### src/rtl/pio32_evt_pkg.sv
// Shared constants for the pio32 input-event block: register map, debounce
// divider width, reset values and the Avalon byte-lane mask helper.
package pio32_evt_pkg;

   localparam logic [2:0] ADDR_LEVEL    = 3'd0;
   localparam logic [2:0] ADDR_RISE_EN  = 3'd1;
   localparam logic [2:0] ADDR_FALL_EN  = 3'd2;
   localparam logic [2:0] ADDR_EDGE_CAP = 3'd3;
   localparam logic [2:0] ADDR_IRQ_EN   = 3'd4;
   localparam logic [2:0] ADDR_DEB_DIV  = 3'd5;

   localparam int DEB_DIV_W = 16;

   localparam logic [31:0]          RST_REG     = 32'h0;
   localparam logic [DEB_DIV_W-1:0] RST_DEB_DIV = '0;

   function automatic logic [31:0] be_mask(input logic [3:0] be);
      logic [31:0] m;
      for (int b = 0; b < 4; b++) m[8*b +: 8] = {8{be[b]}};
      return m;
   endfunction

endpackage

### src/rtl/pio32_evt_cond.sv
// Per-pin input conditioning: 2-flop synchronizer, then either a tick-driven
// debounce shift register (PIO32_EVT_DEBOUNCE_EN) or a plain level register.
module pio32_evt_cond
   import pio32_evt_pkg::*;
`ifdef PIO32_EVT_DEBOUNCE_EN
#(
   parameter int DEB_STAGES = 3
)
`endif
(
   input  logic csi_MCLK_clk,
   input  logic rsi_MRST_reset,
   input  logic pin_i,
`ifdef PIO32_EVT_DEBOUNCE_EN
   input  logic tick_i,
`endif
   output logic level_o
);

   logic sync1_q, sync2_q, level_q;

`ifdef PIO32_EVT_DEBOUNCE_EN
   logic [DEB_STAGES-1:0] sh_q;
   logic                  stable;

   // Accept a new level only once every stage agrees on it.
   assign stable = (&sh_q) | (~|sh_q);

   always_ff @(posedge csi_MCLK_clk or posedge rsi_MRST_reset) begin
      if (rsi_MRST_reset) begin
         sync1_q <= 1'b0;
         sync2_q <= 1'b0;
         sh_q    <= '0;
         level_q <= 1'b0;
      end else begin
         sync1_q <= pin_i;
         sync2_q <= sync1_q;
         if (tick_i) sh_q <= {sh_q[DEB_STAGES-2:0], sync2_q};
         if (stable && (sh_q[0] != level_q)) level_q <= sh_q[0];
      end
   end
`else
   always_ff @(posedge csi_MCLK_clk or posedge rsi_MRST_reset) begin
      if (rsi_MRST_reset) begin
         sync1_q <= 1'b0;
         sync2_q <= 1'b0;
         level_q <= 1'b0;
      end else begin
         sync1_q <= pin_i;
         sync2_q <= sync1_q;
         level_q <= sync2_q;
      end
   end
`endif

   assign level_o = level_q;

endmodule

### src/rtl/pio32_event_irq.sv
// GPIO input-event capture with W1C edge register and level IRQ on Avalon-MM.
// Debounce prescaler and DEB_DIV register exist only with PIO32_EVT_DEBOUNCE_EN.
module pio32_event_irq
   import pio32_evt_pkg::*;
#(
   parameter int WIDTH      = 32,
   parameter int DEB_STAGES = 3
) (
   input  logic              csi_MCLK_clk,
   input  logic              rsi_MRST_reset,
   input  logic [2:0]        avs_evt_address,
   input  logic [31:0]       avs_evt_writedata,
   output logic [31:0]       avs_evt_readdata,
   input  logic [3:0]        avs_evt_byteenable,
   input  logic              avs_evt_write,
   input  logic              avs_evt_read,
   output logic              avs_evt_waitrequest,
   input  logic [WIDTH-1:0]  coe_pin_in,
   output logic              ins_irq_irq
);

   localparam logic [31:0] WMASK = (WIDTH >= 32) ? 32'hFFFF_FFFF : ((32'd1 << WIDTH) - 32'd1);

   logic [WIDTH-1:0] level;
   logic [31:0] lvl32, lvl_d_q, rise_en_q, fall_en_q, cap_q, cap_d, irq_en_q;
   logic [31:0] be_m, clr, set, rd_mux, rdata_q;
   logic        irq_q;

`ifdef PIO32_EVT_DEBOUNCE_EN
   logic [DEB_DIV_W-1:0] deb_div_q, pre_q, deb_wval;
   logic                 tick, deb_wr;

   assign tick     = (pre_q == deb_div_q);
   assign deb_wr   = avs_evt_write && (avs_evt_address == ADDR_DEB_DIV);
   assign deb_wval = (avs_evt_writedata[DEB_DIV_W-1:0] & be_m[DEB_DIV_W-1:0])
                   | (deb_div_q & ~be_m[DEB_DIV_W-1:0]);

   // Writing the divider restarts the prescaler so the new period starts cleanly.
   always_ff @(posedge csi_MCLK_clk or posedge rsi_MRST_reset) begin
      if (rsi_MRST_reset) begin
         deb_div_q <= RST_DEB_DIV;
         pre_q     <= '0;
      end else if (deb_wr) begin
         deb_div_q <= deb_wval;
         pre_q     <= '0;
      end else begin
         pre_q <= tick ? '0 : pre_q + DEB_DIV_W'(1);
      end
   end

   for (genvar i = 0; i < WIDTH; i++) begin : g_bit
      pio32_evt_cond #(.DEB_STAGES(DEB_STAGES)) u_cond (
         .csi_MCLK_clk   (csi_MCLK_clk),
         .rsi_MRST_reset (rsi_MRST_reset),
         .pin_i          (coe_pin_in[i]),
         .tick_i         (tick),
         .level_o        (level[i])
      );
   end
`else
   for (genvar i = 0; i < WIDTH; i++) begin : g_bit
      pio32_evt_cond u_cond (
         .csi_MCLK_clk   (csi_MCLK_clk),
         .rsi_MRST_reset (rsi_MRST_reset),
         .pin_i          (coe_pin_in[i]),
         .level_o        (level[i])
      );
   end
`endif

   function automatic logic [31:0] merge(input logic [31:0] old, input logic [31:0] wd,
                                         input logic [31:0] m);
      return ((wd & m) | (old & ~m)) & WMASK;
   endfunction

   always_comb begin
      lvl32              = '0;
      lvl32[WIDTH-1:0]   = level;
      be_m               = be_mask(avs_evt_byteenable);
      set = ((lvl32 & ~lvl_d_q) & rise_en_q) | ((~lvl32 & lvl_d_q) & fall_en_q);
      clr = (avs_evt_write && avs_evt_address == ADDR_EDGE_CAP) ? (avs_evt_writedata & be_m) : '0;
      // A new edge in the clearing cycle must not be lost.
      cap_d = ((cap_q & ~clr) | set) & WMASK;
   end

   always_comb begin
      rd_mux = '0;
      case (avs_evt_address)
         ADDR_LEVEL:    rd_mux = lvl32;
         ADDR_RISE_EN:  rd_mux = rise_en_q;
         ADDR_FALL_EN:  rd_mux = fall_en_q;
         ADDR_EDGE_CAP: rd_mux = cap_q;
         ADDR_IRQ_EN:   rd_mux = irq_en_q;
`ifdef PIO32_EVT_DEBOUNCE_EN
         ADDR_DEB_DIV:  rd_mux = 32'(deb_div_q);
`endif
         default:       rd_mux = '0;
      endcase
   end

   always_ff @(posedge csi_MCLK_clk or posedge rsi_MRST_reset) begin
      if (rsi_MRST_reset) begin
         lvl_d_q   <= RST_REG;
         rise_en_q <= RST_REG;
         fall_en_q <= RST_REG;
         cap_q     <= RST_REG;
         irq_en_q  <= RST_REG;
         rdata_q   <= RST_REG;
         irq_q     <= 1'b0;
      end else begin
         lvl_d_q <= lvl32;
         cap_q   <= cap_d;
         irq_q   <= |(cap_q & irq_en_q);
         if (avs_evt_read) rdata_q <= rd_mux;
         if (avs_evt_write) begin
            case (avs_evt_address)
               ADDR_RISE_EN: rise_en_q <= merge(rise_en_q, avs_evt_writedata, be_m);
               ADDR_FALL_EN: fall_en_q <= merge(fall_en_q, avs_evt_writedata, be_m);
               ADDR_IRQ_EN:  irq_en_q  <= merge(irq_en_q,  avs_evt_writedata, be_m);
               default: ;
            endcase
         end
      end
   end

   assign avs_evt_readdata    = rdata_q;
   assign avs_evt_waitrequest = 1'b0;
   assign ins_irq_irq         = irq_q;

endmodule
### config.mk
export PLATFORM = sky130hd
export DESIGN_NAME = pio32_event_irq
export DESIGN_NICKNAME = d
export VERILOG_FILES = /design/src/rtl/pio32_evt_pkg.sv /design/src/rtl/pio32_evt_cond.sv /design/src/rtl/pio32_event_irq.sv
export SDC_FILE = /design/constraint.sdc
export NUM_CORES = 1
export LEC_CHECK = 0
export CORE_UTILIZATION = 55
export DETAILED_ROUTE_END_ITERATION = 10
export GPL_TIMING_DRIVEN = 0
export PLACE_DENSITY_LB_ADDON = 0.1
export SETUP_SLACK_MARGIN = 0.15
export SLEW_MARGIN = 20
export SYNTH_ARGS = -nofsm -noshare
export SYNTH_HDL_FRONTEND = slang
export SYNTH_HIERARCHICAL = 1
export SYNTH_SLANG_ARGS = --single-unit
### constraint.sdc
create_clock -name csi_MCLK_clk -period 16.1 [get_ports csi_MCLK_clk]
set_input_delay 3.22 -clock csi_MCLK_clk [delete_from_list [all_inputs] [get_ports csi_MCLK_clk]]
set_output_delay 3.22 -clock csi_MCLK_clk [all_outputs]
set_load 0.01 [all_outputs]
==> summary.md <==
| Metric | Value |
|---|---|
| Row count | `51` |
| Final instance area | `0.01348 mm2` |
| Worst Skew | `0.01102 ns` |
| Placed Area | `0.01250 mm2` |
| Initial antenna violation count | `3` |
| Worst-Skew Late Latency | `0.54 ns` |
| Max Transition Viols Final | `0` |
| H-tree depth | `1` |
| Syn_nets | `892` |
| Grt ovf | `0` |
| Sequential share of power | `49.8%` |
| RSZ-0062 raised after global routing | `false` |
| Clk pwr share | `38.1%` |
| Ys flop type | `dfrtp_1` |
| Sequential share of the synthesized area | `65.39%` |
| Critical Path End Type | `register` |
| Vias in the first global route | `7,635` |
| Slew at the pin closest to its max-slew limit | `0.7233 ns` |
| Status | `complete, no violations` |
| VDD IR max | `0.09164 mV` |
| NetSw | `0.0004422 W` |
| Iteration-0 DRC Markers | `479` |
| Core ar. | `0.01959 mm2` |
| Finished Core Util | `68.82%` |
| GP Congestion | `0.8395` |
| Worst EP arrival | `5.50 ns` |
| Int Pwr | `0.001345 W` |
| Switch share | `24.74%` |
| Layout cells sized above 1 | `18.42%` |
| Final period demand of the worst path | `5.065 ns` |
| ANT nets after route | `0` |
| Commonest cells after routing, fill and taps aside | `dfrtp_1, clkdlybuf4s50_1, mux2_2` |
| Post-synthesis compound-gate area fraction | `11.65%` |
| Worst min path class | `register to register` |
| Max Cap Viol | `0` |
| Area growth syn-to-layout | `21.90%` |
| Nets | `1,030` |
| Commonest non-fill, non-tap cell in the layout | `dfrtp_1` |
| Netlist cell types | `31` |
| DR WL/cell | `21.21 um` |
| CTS clk-pin slew, worst paths | `0.06 ns` |
| Adder-Cell Fraction of Synth Area | `0%` |
| First-pass GRT wire length | `41,330 um` |
| CTS tree | `yes` |
| Die X | `143.8 um` |
| Fin. Hold Viols | `0` |
| Endpoints failing setup | `0` |
| Post-CTS resize count | `0` |
| Fin Setup TNS | `0 ns` |
| CP required | `16.54 ns` |
| Crit path kind | `input pin to register` |
| Post-Syn Area | `0.01106 mm2` |
| Inserted Clock Buffers | `29` |
| Router iterations before antenna repair | `5` |
| Synth Register Bits | `289` |
| Design Power | `0.001787 W` |
| Mux contribution to synthesized area | `12.68%` |
| Comb pwr share | `12.1%` |
| Post-synth ARST share | `100.0%` |
| Hold Buf Count CTS | `0` |
| Leakage | `5.780 nW` |
| Xor/xnor share of the synthesized area | `0%` |
| Setup WS post-layout | `11.04 ns` |
| Max FO, Critical Path | `10` |
| Setup bufs post-CTS | `0` |
| CTS Buffer Depth | `3` |
| Mapped Cells | `817` |
| Die height | `143.8 um` |
| Vias/cell | `5.820` |
| Tcrit/Tclk final | `31.46%` |
| Largest net degree at the start of global routing | `107` |
| PD cells | `132.6 mW/mm2` |
| Simple-gate share of the synthesized area | `6.709%` |
| Post-Syn Area per Cell | `13.54 um2` |
| Root Buffer Master | `clkbuf_16` |
| CTS sink cnt | `289` |
| Max Freq | `0.1974 GHz` |
| Detail Placement HPWL | `17,580 um` |
| DR DRC count | `0` |
| Critical Path Start Type | `input pin` |
| Post-Place Setup Slack | `10.60 ns` |
| Initial Util | `56.45%` |
| GRT Util Overall | `26.87%` |
| IO Port Bufs | `105` |
| EDFF count, synth | `0` |
| Vias post-DR | `7,234` |
| Slew margin rel. | `51.78%` |
| Die ar. | `0.02068 mm2` |
| IO Count | `109` |
| Final WL | `26,360 um` |
| Synth Warn # | `6` |
| Largest family of logic cells by synthesized area | `multiplexers` |
==> cells in the mapped netlist (17+ instances only) <==
master / n / area [um2]
mux2_2: 95 / 1070
a22oi_1: 17 / 127.6
a221oi_1: 31 / 271.5
nand2_1: 65 / 244.0
dfrtp_1: 289 / 7232
nand3b_1: 32 / 240.2
o22ai_1: 32 / 200.2
o2bb2ai_1: 31 / 271.5
o21ai_0: 33 / 165.2
inv_1: 65 / 244.0
mux2i_1: 31 / 310.3
a21o_1: 32 / 240.2
==> per-layer routing <==
| metal | GRT usage (%) | up-vias | wire length [um] |
|---|---|---|---|
| met5 | 0 | - | 13 |
| met4 | 9.071 | 2 | 770 |
| met3 | 4.665 | 63 | 1515 |
| met2 | 44.20 | 259 | 12720 |
| met1 | 36.27 | 3688 | 11340 |
| li1 | - | 3222 | - |
==> critical path, stage by stage <==
cell and delay, ns:
clkdlybuf4s50_1 0.50, buf_4 0.23, nor3_1 0.50, clkbuf_1 0.61, a221oi_1 0.23, o22ai_1 0.20
==> per-stage QoR <==
| stage | instances | hold slack [ns] |
|---|---|---|
| 5_1_grt | 1242 | 0.3512 |
| 3_3_place_gp | 1187 | 0.3326 |
| 3_5_place_dp | 1189 | 0.3347 |
| 2_1_floorplan | 817 | 0.3312 |
| 6_report | 1243 | 0.3484 |
| 4_1_cts | 1242 | 0.3487 |
==> power by group through the flow <==
stage	logic [W]	clock network [W]	registers (W)
3_5_place_dp	0.000216	0	0.000899
4_1_cts	0.000218	0.000692	0.000887
5_1_grt	0.000238	0.000719	0.000899
2_1_floorplan	0.000134	0	0.000879
6_report	0.000216	0.000682	0.000890
3_3_place_gp	0.000206	0	0.000893
==> layout make-up <==
type                            count  area, um2
Fill cell                        1422       6108
Tap cell                          265      331.6
Sequential cell                   289       7232
Buffer                             31      146.4
Inverter                           65      251.5
Clock buffer                       40      837.1
Clock inverter                     13      142.6
Timing Repair Buffer              107       1101
Antenna cell                        1      2.502
Multi-Input combinational cell    432       3437
==> final timing paths <==
kind                                          from                       end  slack [ns]  cells after the start
setup / recovery                avs_evt_address[1]      avs_evt_readdata[31]       11.04                      6
hold / removal             g_bit[4].u_cond/sync1_q   g_bit[4].u_cond/sync2_q        0.35                      0
setup reg to reg                         cap_q[15]               ins_irq_irq       14.50                      3
hold reg to reg            g_bit[4].u_cond/sync1_q   g_bit[4].u_cond/sync2_q        0.35                      0
max in group asynchronous           rsi_MRST_reset                 async pin       12.24                      3
min in group asynchronous           rsi_MRST_reset  g_bit[17].u_cond/sync1_q        2.74                      2
==> logic make-up after synthesis <==
logic type,count (synthesis)
flip-flops,289
AND/OR/NAND/NOR,125
multiplexers,128
AO/OA/AOI/OAI,178
other,1
buffers and inverters,96
Power figures use the tool's default switching activity.
